<file path="config.mk">
export PLATFORM = sky130hd
export DESIGN_NAME = pe_array_tile_ctrl
export DESIGN_NICKNAME = d
export VERILOG_FILES = /design/src/rtl/pe_array_tile_ctrl.sv
export SDC_FILE = /design/constraint.sdc
export NUM_CORES = 1
export LEC_CHECK = 0
export CAP_MARGIN = 20
export CORE_ASPECT_RATIO = 1.5
export CORE_UTILIZATION = 36
export DETAILED_ROUTE_END_ITERATION = 8
export PLACE_DENSITY = 0.64
export SKIP_LAST_GASP = 1
export SLEW_MARGIN = 20
export SYNTH_ARGS = -nofsm -noshare
export SYNTH_HDL_FRONTEND = slang
export SYNTH_SLANG_ARGS = --single-unit
</file>
<file path="constraint.sdc">
create_clock -name clk -period 2.7 [get_ports clk]
set_input_delay 0.54 -clock clk [delete_from_list [all_inputs] [get_ports clk]]
set_output_delay 0.54 -clock clk [all_outputs]
set_load 0.02 [all_outputs]
</file>
<file path="src/rtl/pe_array_tile_ctrl.sv">
// Tile sequencer for PE_array: weight preload, activation streaming, then a
// skew-flushing drain, with a valid pipe that flags finished out_sum beats.
module pe_array_tile_ctrl #(
  parameter int data_width         = 19,
  parameter int a_tile_row_size    = 4,
  parameter int w_tile_column_size = 2,
  parameter int CNT_W              = 16
) (
  input  logic             clk,
  input  logic             rst,
  input  logic             start,
  input  logic             abort,
  input  logic [CNT_W-1:0] cfg_num_vec,
  input  logic             wt_valid,
  output logic             wt_ready,
  input  logic             act_valid,
  output logic             act_ready,
  output logic             act_bubble,
  output logic             w_en,
  output logic             w_compute,
  output logic             sum_valid,
  output logic             busy,
  output logic             done
);

  localparam int LAT    = a_tile_row_size + w_tile_column_size - 1;
  localparam int WCNT_W = $clog2(a_tile_row_size + 1);
  localparam int DCNT_W = $clog2(LAT + 1);

  if (data_width < 1 || a_tile_row_size < 1 || w_tile_column_size < 1) begin : g_bad_cfg
    $error("pe_array_tile_ctrl: array dimensions and data_width must be positive");
  end

  typedef enum logic [2:0] {
    S_IDLE,
    S_LOAD_W,
    S_COMPUTE,
    S_DRAIN,
    S_DONE
  } state_t;

  state_t             state_q, state_d;
  logic [WCNT_W-1:0]  wcnt_q, wcnt_d;
  logic [CNT_W-1:0]   vcnt_q, vcnt_d;
  logic [DCNT_W-1:0]  dcnt_q, dcnt_d;
  logic [CNT_W-1:0]   num_vec_q, num_vec_d;
  logic [LAT-1:0]     pipe_q, pipe_d;
  logic               abort_hit;

  always_ff @(posedge clk or posedge rst) begin
    if (rst) begin
      state_q   <= S_IDLE;
      wcnt_q    <= '0;
      vcnt_q    <= '0;
      dcnt_q    <= '0;
      num_vec_q <= '0;
      pipe_q    <= '0;
    end else begin
      state_q   <= state_d;
      wcnt_q    <= wcnt_d;
      vcnt_q    <= vcnt_d;
      dcnt_q    <= dcnt_d;
      num_vec_q <= num_vec_d;
      pipe_q    <= pipe_d;
    end
  end

  always_comb begin
    state_d    = state_q;
    wcnt_d     = wcnt_q;
    vcnt_d     = vcnt_q;
    dcnt_d     = dcnt_q;
    num_vec_d  = num_vec_q;
    pipe_d     = pipe_q;
    wt_ready   = 1'b0;
    w_en       = 1'b0;
    act_ready  = 1'b0;
    act_bubble = 1'b0;
    w_compute  = 1'b0;
    done       = 1'b0;
    busy       = (state_q != S_IDLE);
    abort_hit  = abort && (state_q != S_IDLE);

    unique case (state_q)
      S_IDLE: begin
        if (start) begin
          state_d   = S_LOAD_W;
          num_vec_d = cfg_num_vec;
          wcnt_d    = '0;
          vcnt_d    = '0;
          dcnt_d    = '0;
        end
      end
      S_LOAD_W: begin
        wt_ready = 1'b1;
        w_en     = wt_valid;
        if (wt_valid) begin
          wcnt_d = wcnt_q + 1'b1;
          if (wcnt_q == WCNT_W'(a_tile_row_size - 1)) begin
            state_d = (num_vec_q == '0) ? S_DONE : S_COMPUTE;
          end
        end
      end
      S_COMPUTE: begin
        act_ready = 1'b1;
        w_compute = act_valid;
        if (act_valid) begin
          vcnt_d = vcnt_q + 1'b1;
          if (vcnt_q == num_vec_q - CNT_W'(1)) begin
            state_d = S_DRAIN;
          end
        end
      end
      S_DRAIN: begin
        act_bubble = 1'b1;
        w_compute  = 1'b1;
        dcnt_d     = dcnt_q + 1'b1;
        if (dcnt_q == DCNT_W'(LAT - 1)) begin
          state_d = S_DONE;
        end
      end
      S_DONE: begin
        done    = 1'b1;
        state_d = S_IDLE;
      end
      default: state_d = S_IDLE;
    endcase

    // Abort gates the enables in its own cycle so the array never advances on it.
    if (abort_hit) begin
      state_d   = S_IDLE;
      wt_ready  = 1'b0;
      w_en      = 1'b0;
      act_ready = 1'b0;
      w_compute = 1'b0;
      done      = 1'b0;
    end

    if (w_compute) begin
      pipe_d = (pipe_q << 1) | LAT'(state_q == S_COMPUTE && act_valid);
    end
    if (abort_hit) begin
      pipe_d = '0;
    end
    sum_valid = pipe_q[LAT-1] && w_compute;
  end

endmodule
</file>
Word-level counts from Yosys, hierarchy flattened
Cells that the tools add are included.
{"block": "word_totals", "ff_bits": 46, "inputBits": 22, "output_inout_bits": 8, "word_cells": 71}
{"block": "op_classes", "n_addsub": 4, "n_eq_ne": 16, "mux": 29, "bitwise": 1, "n_reduce_logical": 15}
{"operator": "two-way mux 16 bit", "count": 2}
{"operator": "one-hot mux 16 bit (2 select lines)", "count": 1}
{"operator": "two-way mux 3 bit", "count": 10}
{"operator": "inequality test 3 bit, second input constant", "count": 6}
{"operator": "adder 16 x 1 -> 16 bit, second input constant", "count": 1}
{"operator": "equality test 16 bit", "count": 1}
{"operator": "logical NOT 16 bit", "count": 1}
{"operator": "subtractor 16 x 1 -> 16 bit, second input constant", "count": 1}
{"operator": "one-hot mux 3 bit (2 select lines)", "count": 2}
{"operator": "one-hot mux 3 bit (4 select lines)", "count": 1}
{"operator": "two-way mux 1 bit", "count": 10}
{"operator": "two-way mux 5 bit", "count": 2}
{"operator": "equality test 3 x 2 -> 1 bit, second input constant", "count": 3}
{"operator": "nonzero test 2 bit", "count": 4}
{"operator": "adder 3 x 1 -> 3 bit, second input constant", "count": 2}
{"operator": "equality test 3 bit, second input constant", "count": 2}
{"operator": "inequality test 2 bit, second input constant", "count": 3}
{"operator": "AND reduction 3 bit", "count": 2}
{"operator": "AND reduction 6 bit", "count": 1}
{"operator": "bitwise OR 5 x 1 -> 5 bit", "count": 1}
{"operator": "AND reduction 2 bit", "count": 2}
{"operator": "equality test 3 x 1 -> 1 bit, second input constant", "count": 1}
{"operator": "logical AND 1 bit", "count": 3}
{"operator": "logical NOT 3 bit", "count": 1}
{"operator": "other kinds (2)", "count": 2}

Logic depth before layout (Yosys ltp)
{"block": "logic_depth", "ltp_word": 6, "mapped_depth": 8, "depth_no_buf": 8}

Worst setup path after synthesis
Ideal clock, no wire load.
{"block": "synth_path", "kind": "in2out", "start": "in abort", "end": "out sum_valid", "arrival_time_ns": 1.749, "required_time_ns": 2.160, "setup_slack_ns": 0.411, "cell_stages": 3, "path_cell_list": "nand2b_1 > nor3_1 > and2_1"}
{"block": "synth_between", "elab_chain_cells": 3}
{"item": "from (decl)", "line_no": "12", "rtl": "input logic abort,"}
{"item": "logical AND 1 bit", "line_no": "82", "rtl": "abort_hit = abort && (state_q != S_IDLE);"}
{"item": "two-way mux 1 bit", "line_no": "130", "rtl": "if (abort_hit) begin"}
{"item": "net w_compute", "line_no": "20", "rtl": "output logic w_compute,"}
{"item": "logical AND 1 bit", "line_no": "145", "rtl": "sum_valid = pipe_q[LAT-1] && w_compute;"}
{"item": "to (decl)", "line_no": "21", "rtl": "output logic sum_valid,"}
The timed path passes the listed nets, and every way through them passes these cells.

Worst setup path in the final report
{"block": "layout_path", "start": "in abort", "end": "out done"}
{"block": "layout_between", "elab_chain_cells": 2}
{"item": "logical AND 1 bit", "line_no": "82"}
{"item": "two-way mux 1 bit", "line_no": "130"}
{"item": "to (decl)", "line_no": "23", "rtl": "output logic done"}
No other way between the ends.

==> results.md <==
- WL final: 6.16 mm
- Clk sinks: 46
- Area leader, netlist: dfrtp_1
- Fin. max-slew vios: 0
- Total CTS buffers: 5
- Detailed-route DRC error count: 0
- Worst setup margin: 0.157 ns
- Simple-Gate Fraction of Synth Area: 27.8%
- Seq/Total Area, Yosys: 41.5%
- Clock tree root driver cell: clkbuf_8
- Vias per cell: 5.18
- Max FO, Critical Path: 3
- EDFF count, synth: 0
- Min-Delay Startpoint: wcnt_q[0]$_DFFE_PP0P_
- Area growth, synth to finish: 20.3%
- Iter 0 DRT Violations: 120
- Total leakage power: 1.44 nW
- Via count: 2303
- WHS Endpoint: wcnt_q[0]$_DFFE_PP0P_
- Clk slew on worst S/H paths: 0.09 ns
- Share of the synthesized area in the top cell type: 41.5%
- TritonCTS clock tree: done
- Pwr dens: 887 nW/µm²
- Multi-input gate area in the final layout: 1520 µm²
- Flops & latches, synth: 46
- WP data arrival: 2.00 ns
- Remaining antenna violation count after routing: 0
- Hold Path Class: reg -> reg
- Worst-Margin Slew: 0.581 ns
- GP Congestion: 0.865
- Ys async rst share: 100%
- Horiz. Die Dim: 73.6 µm
- Syn Inst Count: 310
- Final Hold Fails: 0
- Layout Nets: 373
- Multiplexer share of the synthesized area: 0.813%
- Outcome: complete, no violations
- Skew final: 0.00628 ns
- Top-count cell post-synth: nand2_1
- Final Cycle Share: 94.2%
- DRT Pass-1 Iters: 4
- Req. time, crit path: 2.16 ns
- Ant diodes: 0
- Register area: 1150 µm²
- RR Endpoint: state_q[0]$_DFFE_PP0P_
- Total congestion overflow: 0
- Pre-CTS WS: -0.117 ns
- Hold-fix buffers, CTS: 0
- Main flop type after synthesis: dfrtp_1
- Core Area: 7320 µm²
- R2R depth: 8
- Die Height: 109 µm
- Non-Filler Instances: 445
- Syn Std Cell Area: 2770 µm²
- Number of global-route vias before repair: 2186
- YS warnings: 0
- Largest family of logic cells by synthesized area: simple AND/OR/NAND/NOR gates
- Post-synthesis xor/xnor area fraction: 9.80%
- GRT Resource Usage Total: 16.4%
- Max-cap check violation count: 0
- Largest net degree at the start of global routing: 47
- Min cycle time layout: 2.54 ns
- Worst r2r src: num_vec_q[0]$_DFFE_PP0P_
- Area of the die: 8060 µm²
- Detailed Place HPWL: 4.61 mm
- WL/cell: 13.8 µm
- Synth Area in Compound Gates: 12.8%
- Worst R2R Setup Slack: 0.42 ns
- # rows: 38
- Power after layout: 0.00296 W
- Cell count after placement: 437
- Achievable frequency: 0.393 GHz
- Post-route setup TNS: 0 ns
- Proportion of layout cells with a drive suffix above 1: 9.86%
- IO Count: 30
- Initial Utilization: 37.9%
- Setup bufs post-CTS: 0
- Most instantiated cells after synthesis: nand2_1 (55), dfrtp_1 (46), nor2_1 (27)
- Hold Path Depth: 1
- Synth unique cells: 54
- Fillers: 752
- Syn Area/Cell: 8.94 µm²
- RSZ-0062 raised after global routing: false
- Antenna violations before repair: 0
- Maximum root-to-sink buffer count: 2
- Syn nets: 339
- H-tree levels: 2
- Crit Path Category: in -> out
- Buffers on Ports: 29
- First-pass GRT wire length: 10.2 mm
- Clk Latency, worst-skew pair: 0.29 ns
- Synth Area in Adders: 3.16%
- Worst IR Drop VDD: 449 µV
- Setup crit end kind: output pin
- Worst setup SP type: input pin
- Area contributors post-synth: dfrtp_1 (42%), nand2_1 (7.4%), xnor2_1 (5.4%)
- Setup violations, final: 0
- Rel. slew slack: 61.3%
## area by class of cell
type | instances | share of cell area [%]
multi-input cells | 236 | 45.4
flip-flops and latches | 46 | 34.6
repair buffers | 41 | 11.4
well taps | 100 | 3.75
clock buffers | 8 | 3.30
inverters | 14 | 1.58
## stage by stage
stage	hold WS, ns	area (µm²)	utilization, %
finish	0.496	3330	45.5
global placement	0.469	3220	44.0
detailed placement	0.480	3220	44.0
global route	0.509	3330	45.5
floorplan	0.451	2770	-
CTS	0.497	3330	45.5
## power by group
group | leakage (nW) | internal (W) | switching (W)
combinational | 0.775 | 0.000597 | 0.000734
sequential | 0.609 | 0.000865 | 0.000273
clock | 0.0575 | 0.000259 | 0.000228
total | 1.44 | 0.00172 | 0.00124
## worst max-delay path by stage
stage                      from  depth (start not counted)        end  slack (ns)
after floorplan           abort                          3  sum_valid        0.41
final                     abort                          4       done        0.16
after detailed placement  abort                          6  sum_valid       -0.12
after global routing      abort                          4  act_ready        0.02
after global placement    abort                          6  sum_valid       -0.13
after CTS                 abort                          5   wt_ready        0.08
## cells in the final DEF (no fill, tap or decap), drive strengths merged, types with 2 or more instances in the layout
cell type and n:
a22o 5, nand3 14, a311o 2, dlygate4sd2 3
dfrtp 46, nor2b 5, or3 3, buf 12
nand2 55, clkbuf 8, xnor2 17, o211ai 3
mux2 2, a32o 2, nand3b 3, or2 3
or4 3, nand2b 2, nor3 7, clkdlybuf4s50 25
inv 14, nor4 6, nor4b 4, o21ai 17
ha 7, a21oi 5, and2 2, a21boi 2
o31ai 3, nor2 27, xor2 14, nand4 9
## per-layer routing
layer,vias to the layer above,share of wire (%),track usage (%)
met2,31,54,29.8
met3,11,1.9,1.74
met4,0,2.0,6.18
li1,1140,-,-
met1,1121,42,19.4
met5,-,0,0
## cell families (layout without fill, tap and decap cells)
group	after synthesis	after routing
muxes	2	2
adders and majority gates	7	7
and+or+nand+nor	148	148
DFF	46	46
xor gates and xnor gates	31	31
AOI/OAI and AO/OA	48	48
buffers and inverters	28	63
## registers in the layout (all words and copies together) (netlist names)
name,flops
num_vec_q,16
vcnt_q,16
pipe_q,5
dcnt_q,3
state_q,3
wcnt_q,3
## critical path, stage by stage
cell and delay [ns]:
clkdlybuf4s50_1 0.43, buf_4 0.15, nor4b_1 0.23, clkdlybuf4s50_1 0.65
## repair_timing
action	in CTS	in global routing
gates resized for setup	3	2
hold endpoints to repair	0	0
setup endpoints to repair	3	2
Note: power is estimated with default switching activity, not from simulation.
